File: src/rtl/mem_arbiter_pkg.sv
// Shared constants for the I/D memory arbiter: default data width,
// FSM state encoding and transaction-owner encoding.
package mem_arbiter_pkg;

  localparam int D_XLEN = 32;

  typedef enum logic {
    IDLE = 1'b0,
    BUSY = 1'b1
  } state_t;

  typedef enum logic {
    OWN_I = 1'b0,
    OWN_D = 1'b1
  } owner_t;

endpackage

File: src/rtl/rr_arb2.sv
// Two-way round-robin pick. Bit 0 is the instruction requester and bit 1
// the data requester. A sole requester always wins; on contention the side
// that did not win the previous contested grant is chosen.
module rr_arb2 (
  input  logic [1:0] req,
  input  logic       last_d,
  output logic [1:0] gnt
);

  // One-hot winner; on contention favour whoever lost last time
  always_comb begin
    gnt = 2'b00;
    if (req == 2'b11) begin
      gnt = last_d ? 2'b01 : 2'b10;
    end else begin
      gnt = req;
    end
  end

endmodule

File: src/rtl/mem_arbiter.sv
// Shares one single-port memory between an instruction-fetch requester and
// a data requester, with at most one transaction outstanding. Responses are
// steered back to the registered owner; a stuck memory is aborted after
// TIMEOUT busy cycles and flagged on the sticky err output.
module mem_arbiter
  import mem_arbiter_pkg::*;
#(
  parameter int XLEN    = D_XLEN,
  parameter int AW      = 32,
  parameter int TIMEOUT = 1024
) (
  input  logic              clk,
  input  logic              reset,
  input  logic              i_req,
  input  logic [AW-1:0]     i_addr,
  output logic              i_gnt,
  output logic              i_rvalid,
  output logic [XLEN-1:0]   i_rdata,
  input  logic              d_req,
  input  logic              d_we,
  input  logic [AW-1:0]     d_addr,
  input  logic [XLEN-1:0]   d_wdata,
  input  logic [XLEN/8-1:0] d_wstrb,
  output logic              d_gnt,
  output logic              d_rvalid,
  output logic [XLEN-1:0]   d_rdata,
  output logic              m_req,
  output logic              m_we,
  output logic [AW-1:0]     m_addr,
  output logic [XLEN-1:0]   m_wdata,
  output logic [XLEN/8-1:0] m_wstrb,
  input  logic              m_ready,
  input  logic              m_rvalid,
  input  logic [XLEN-1:0]   m_rdata,
  output logic              err
);

  localparam int WCW = $clog2(TIMEOUT) + 1;
  localparam logic [WCW-1:0] WAIT_LAST = WCW'(TIMEOUT - 1);

  state_t         state_q, state_d;
  owner_t         owner_q, owner_d;
  logic           last_d_q, last_d_d;
  logic [WCW-1:0] wait_q, wait_d;
  logic           err_q, err_d;

  logic       busy_resp;
  logic       timeout_hit;
  logic       can_grant;
  logic       grant_i;
  logic       grant_d;
  logic       resp;
  logic [1:0] arb_gnt;

  rr_arb2 u_rr_arb2 (
    .req    ({d_req, i_req}),
    .last_d (last_d_q),
    .gnt    (arb_gnt)
  );

  // Grant qualification, memory-port mirroring and response steering
  always_comb begin
    busy_resp   = (state_q == BUSY) && m_rvalid;
    timeout_hit = (state_q == BUSY) && !m_rvalid && (wait_q == WAIT_LAST);
    can_grant   = reset && m_ready && ((state_q == IDLE) || busy_resp);
    grant_i     = can_grant && arb_gnt[0];
    grant_d     = can_grant && arb_gnt[1];
    resp        = reset && (busy_resp || timeout_hit);

    i_gnt    = grant_i;
    d_gnt    = grant_d;
    m_req    = grant_i || grant_d;
    m_we     = grant_d && d_we;
    m_addr   = '0;
    m_wdata  = '0;
    m_wstrb  = '0;
    if (grant_d) begin
      m_addr  = d_addr;
      m_wdata = d_wdata;
      m_wstrb = d_wstrb;
    end else if (grant_i) begin
      m_addr  = i_addr;
    end

    i_rvalid = resp && (owner_q == OWN_I);
    d_rvalid = resp && (owner_q == OWN_D);
    i_rdata  = m_rdata;
    d_rdata  = m_rdata;
    err      = err_q;
  end

  // Next-state: a grant (re)enters BUSY, a response or timeout drops to IDLE
  always_comb begin
    state_d  = state_q;
    owner_d  = owner_q;
    last_d_d = last_d_q;
    wait_d   = wait_q;
    err_d    = err_q;
    if (grant_i || grant_d) begin
      state_d = BUSY;
      owner_d = grant_d ? OWN_D : OWN_I;
      wait_d  = '0;
      if (i_req && d_req) begin
        last_d_d = grant_d;
      end
    end else if (busy_resp) begin
      state_d = IDLE;
      wait_d  = '0;
    end else if (timeout_hit) begin
      state_d = IDLE;
      wait_d  = '0;
      err_d   = 1'b1;
    end else if (state_q == BUSY) begin
      wait_d = wait_q + WCW'(1);
    end
  end

  // State registers with synchronous active-low reset
  always_ff @(posedge clk) begin
    if (!reset) begin
      state_q  <= IDLE;
      owner_q  <= OWN_I;
      last_d_q <= 1'b0;
      wait_q   <= '0;
      err_q    <= 1'b0;
    end else begin
      state_q  <= state_d;
      owner_q  <= owner_d;
      last_d_q <= last_d_d;
      wait_q   <= wait_d;
      err_q    <= err_d;
    end
  end

endmodule

File: config.mk
export PLATFORM = sky130hd
export DESIGN_NAME = mem_arbiter
export DESIGN_NICKNAME = d
export VERILOG_FILES = /design/src/rtl/mem_arbiter_pkg.sv /design/src/rtl/rr_arb2.sv /design/src/rtl/mem_arbiter.sv
export SDC_FILE = /design/constraint.sdc
export NUM_CORES = 1
export LEC_CHECK = 0
export CAP_MARGIN = 20
export CORE_AREA = 8 8 113 94
export CTS_CLUSTER_SIZE = 10
export DETAILED_ROUTE_END_ITERATION = 8
export DIE_AREA = 0 0 121 102
export PLACE_DENSITY = 0.8
export SYNTH_ARGS = -nofsm -noshare
export SYNTH_HDL_FRONTEND = slang
export SYNTH_SLANG_ARGS = --single-unit
File: constraint.sdc
create_clock -name clk -period 2.4 [get_ports clk]
set_input_delay 0.72 -clock clk [delete_from_list [all_inputs] [get_ports clk]]
set_output_delay 0.72 -clock clk [all_outputs]
set_load 0.02 [all_outputs]
* Word-level counts from Yosys, hierarchy flattened *
Index checks and enable logic that the tools add are counted.

word-level totals
  output and inout port bits = 139
  register bits = 15
  input bits = 139
  word-level logic and storage cells = 43

cells by class
  bitwise logic cells = 5
  multiplexer cells = 10
  equality and inequality tests = 2
  reductions and logical operators = 20
  add/subtract/negate cells = 1

operators by type and width
  operator                                                            number
  32-bit two-way mux                                                  3
  1-bit logical AND                                                   12
  11-bit by 1-bit adder with 11-bit output (second input constant)    1
  11-bit by 10-bit == test with 1-bit output (second input constant)  1
  1-bit NOT                                                           5
  1-bit two-way mux                                                   4
  2-bit two-way mux                                                   2
  4-bit two-way mux                                                   1
  4-bit OR reduction                                                  1
  1-bit logical OR                                                    3
  3-bit AND reduction                                                 1
  3-bit nonzero test                                                  1
  2-bit == test (second input constant)                               1
  2-bit AND reduction                                                 1
  1-bit logical NOT                                                   1

* Longest topological paths before layout *
  word-level depth = 7
  gate-level depth with buffers = 6
  depth with buffers taken out = 4

* Modules after synthesis *
A second synthesis with hierarchy kept.

second synthesis, totals
  cell total of the unflattened synthesis = 230
  area, all modules = 1,831.8 µm²

by module, submodules not included
  module       cells an instance  area an instance (µm²)  times used
  mem_arbiter  227                1,813.0                 1
  rr_arb2      3                  18.8                    1

* Least setup slack after synthesis *
OpenSTA, ideal clock, no wires.

  path kind = input -> output
  start = in reset
  end = out m_wdata[25]
  data required time = 1.680 ns
  arrival time = 1.913 ns
  cell stages on the path = 6
  path slack = -0.233 ns
  buffers on the path = 2
  cells stage by stage = buf_4 -> nand2_4 -> or4b_4 -> inv_4 -> buf_6 -> and2_1

on the way
  longest elaborated chain between the ends = 4

ends and longest elaborated chain
  element                          line               source
  start, declared                  mem_arbiter.sv:13  input logic reset,
  1-bit logical AND (2 in series)  mem_arbiter.sv:65  can_grant = reset && m_ready && ((state_q == IDLE) || busy_resp);
  1-bit logical AND                mem_arbiter.sv:67  grant_d = can_grant && arb_gnt[1];
  named net d_gnt                  mem_arbiter.sv:24  output logic d_gnt,
  32-bit two-way mux               mem_arbiter.sv:77  if (grant_d) begin
  end, declared                    mem_arbiter.sv:30  output logic [XLEN-1:0] m_wdata,

The timed path passes the listed nets, and every way through them passes these cells.

* Worst setup path in the final report *
  start = in reset
  end = out m_wstrb[1]

on the way
  longest elaborated chain between the ends = 4

ends and longest elaborated chain
  element                          line               source
  1-bit logical AND (2 in series)  mem_arbiter.sv:65
  1-bit logical AND                mem_arbiter.sv:67
  4-bit two-way mux                mem_arbiter.sv:77
  end, declared                    mem_arbiter.sv:31  output logic [XLEN/8-1:0] m_wstrb,

Every way passes these cells.

==> results.json <==
{
  "antenna_found_initial": 0,
  "io_buffer_count": 181,
  "synth_top_area_share_pct": 25.8,
  "clk_path_buf_depth": 2,
  "num_vias": 2246,
  "cp_max_fo": 7,
  "yosysWarningCount": 0,
  "drt-total-wl_um": 10300,
  "rows": 31,
  "ys_ff_latch": 15,
  "hold_depth": 1,
  "area_delta_synth_final_pct": 132,
  "syn_avg_cell_area_um2": 8.28,
  "start_kind": "input port",
  "powerDensity_nw_per_um2": 237,
  "synth_area_leader_cell": "buf_4",
  "min_period_over_period_pct": 116,
  "coreArea_um2": 8800,
  "post-place-ws_ps": -1340,
  "min_period_ps": 2770,
  "async_flop_share_pct": 0,
  "path_delay_family": "simple AND/OR/NAND/NOR gates",
  "crit_buf_inv": 5,
  "initialDrtViolationCount": 58,
  "max_slew_margin_pct": 54.6,
  "cts_tree": "yes",
  "ios": 278,
  "violations": "negative setup slack",
  "final_util_pct": 49.8,
  "synth_edf_count": 0,
  "critPathLaunch": "reset",
  "nNetsFinal": 530,
  "setup_slack_ps": -372,
  "synth_ff_type": "dfxtp_1",
  "grt_util_all_layers_pct": 15.1,
  "setup_viol": 71,
  "hold_ws_ps": 484,
  "r2r_start": "state_q",
  "grt_overflow": 0,
  "die_area_um2": 12300,
  "leakagePower_nw": 1.95,
  "path_class": "input port to output port",
  "hold_violations": 0,
  "die_y_um": 102,
  "synth_area_um2": 1890,
  "crit_chain": "buf_8 -> nand2_4 -> or4b_4 -> buf_12 -> clkinv_8 -> clkbuf_16 -> and2_4 -> buf_6",
  "synthTopCellsByArea": "buf_4, dfxtp_1, a22o_1",
  "rsz0062_at_grt": "true",
  "maxSlewViolCount": 0,
  "grt_pass1_wl_um": 14400,
  "start_util_pct": 21.4,
  "final_cells": 504,
  "cts.sinks": 15,
  "grt_pass1_vias": 2453,
  "drv_cap": 0,
  "cts-htree-levels": 1,
  "synth_compound_area_share_pct": 21.7,
  "synth-adder-area-share_pct": 0.663,
  "slowest_stage": "or4b_4",
  "hpwl_um": 8230,
  "muxShareOfSynthArea_pct": 1.06,
  "antenna_left": 0,
  "tightest_slew_ps": 676,
  "synthXorXnorAreaFrac_pct": 1.86,
  "fin_tns_setup_ps": -23640,
  "worstPathRequired_ps": 1680,
  "dp.cells": 481,
  "place_congestion": 0.808,
  "syn-instance-count": 228,
  "cts_root_buf": "clkbuf_8",
  "worst_clock_skew_ps": 4.17,
  "diodes": 0,
  "synth-simple-area-share_pct": 26.5,
  "slowest_delay_ps": 590,
  "cp.arrival_ps": 2050,
  "rr_worst_depth": 5,
  "final_layout_size_suffix_gt1_share_pct": 56.8,
  "cp.depth": 8,
  "drc": 0,
  "synth_fp_nets": 368,
  "status": "finished, violations left",
  "numCtsBuffers": 3,
  "ir_worst_vdd_mv": 0.136,
  "wl_per_cell_um": 20.5,
  "end_kind": "output port",
  "timing.fmax_mhz": 361,
  "synth_commonest_cells": "buf_4, and2_1, a22o_1",
  "synth_top_family_by_area": "buffers and inverters",
  "yosysMostFrequentCell": "buf_4",
  "first_pass_iters": 4,
  "seq_area_frac_synth_pct": 15.9,
  "die_w_um": 121,
  "grt_max_degree": 18,
  "clk_latency_ps": 250,
  "drt-vias-per-instance": 4.46,
  "holdCritPathClass": "flop to flop",
  "path_clk_slew_ps": 60,
  "synth.distinct_cells": 43,
  "hp-start": "err"
}
## worst register-to-register path, delay by kind of cell, from the launching register on
family	cells	cell delay (ps)
AOI/OAI and AO/OA	1	270
buffers and inverters	2	240
DFF	1	350
and+or+nand+nor	2	740
## cells by family after synthesis
kind of cell | count (synthesis)
adders and majority gates | 1
DFF | 15
muxes | 2
xor gates and xnor gates | 4
buffers and inverters | 82
AOI/OAI and AO/OA | 50
and+or+nand+nor | 74
## registers in the layout, indices dropped and copies added (netlist names)
register	count
wait_q	11
err	1
last_d_q	1
owner_q	1
state_q	1
## layout make-up
cell class / instances / area [µm²]
clock buffers: 4 / 45.0
fillers: 787 / 4420
inverters: 5 / 31.3
multi-input cells: 131 / 1380
flip-flops and latches: 15 / 303
well taps: 115 / 144
repair buffers: 233 / 2470
repair inverters: 1 / 11.3
## stage by stage
| stage | power, W | area, µm² |
|---|---|---|
| 2_1_floorplan | 0.000614 | 2280 |
| 3_3_place_gp | 0.000758 | 3920 |
| 3_5_place_dp | 0.000767 | 3920 |
| 4_1_cts | 0.00105 | 4350 |
| 5_1_grt | 0.00109 | 4390 |
| 6_report | 0.00104 | 4390 |
## cell usage in the layout, fill, tap and decap left out, types with 2 or more instances in the layout
cell             count
dfxtp_1             13
o21ai_0              4
or3_1                2
clkdlybuf4s50_1    102
buf_8                6
a21oi_2              2
buf_4               37
inv_1                3
a211oi_1             3
buf_2                2
buf_6               75
nand3_1              2
xor2_1               3
and2_4              33
nand2_1              6
buf_12               6
clkbuf_16            2
nor3_1               7
clkbuf_8             3
and2_2               4
buf_16               2
mux2i_1              2
dfxtp_2              2
nor4_4               2
nand4_1              4
a22o_4              32
## worst paths after layout
| path | endpoint | slack [ps] |
|---|---|---|
| hold / removal | err | 480 |
| hold reg to reg | err | 480 |
| setup reg to reg | wait_q[7] | 700 |
| setup / recovery | m_wstrb[1] | -370 |
## where the power goes
part	total, W	leakage [nW]	internal [W]	switching (W)
combinational	0.000578	1.81	0.000366	0.000212
clock	0.000204	0.0228	0.000118	0.0000865
sequential	0.000258	0.122	0.000254	0.00000385
total	0.00104	1.95	0.000738	0.000302
## metal layers
metal	routed length (µm)	GRT usage (%)
met5	0	0
met4	237	4.41
met3	1160	7.01
met1	3710	15.5
met2	5240	27.0
## repair_timing
item	CTS	global route
buffers inserted	12	5
gates resized for setup	476	23
pin swaps	8	9
hold buffers	0	0
gates cloned	6	2
setup endpoints to repair	74	73
Power figures use the tool's default switching activity.
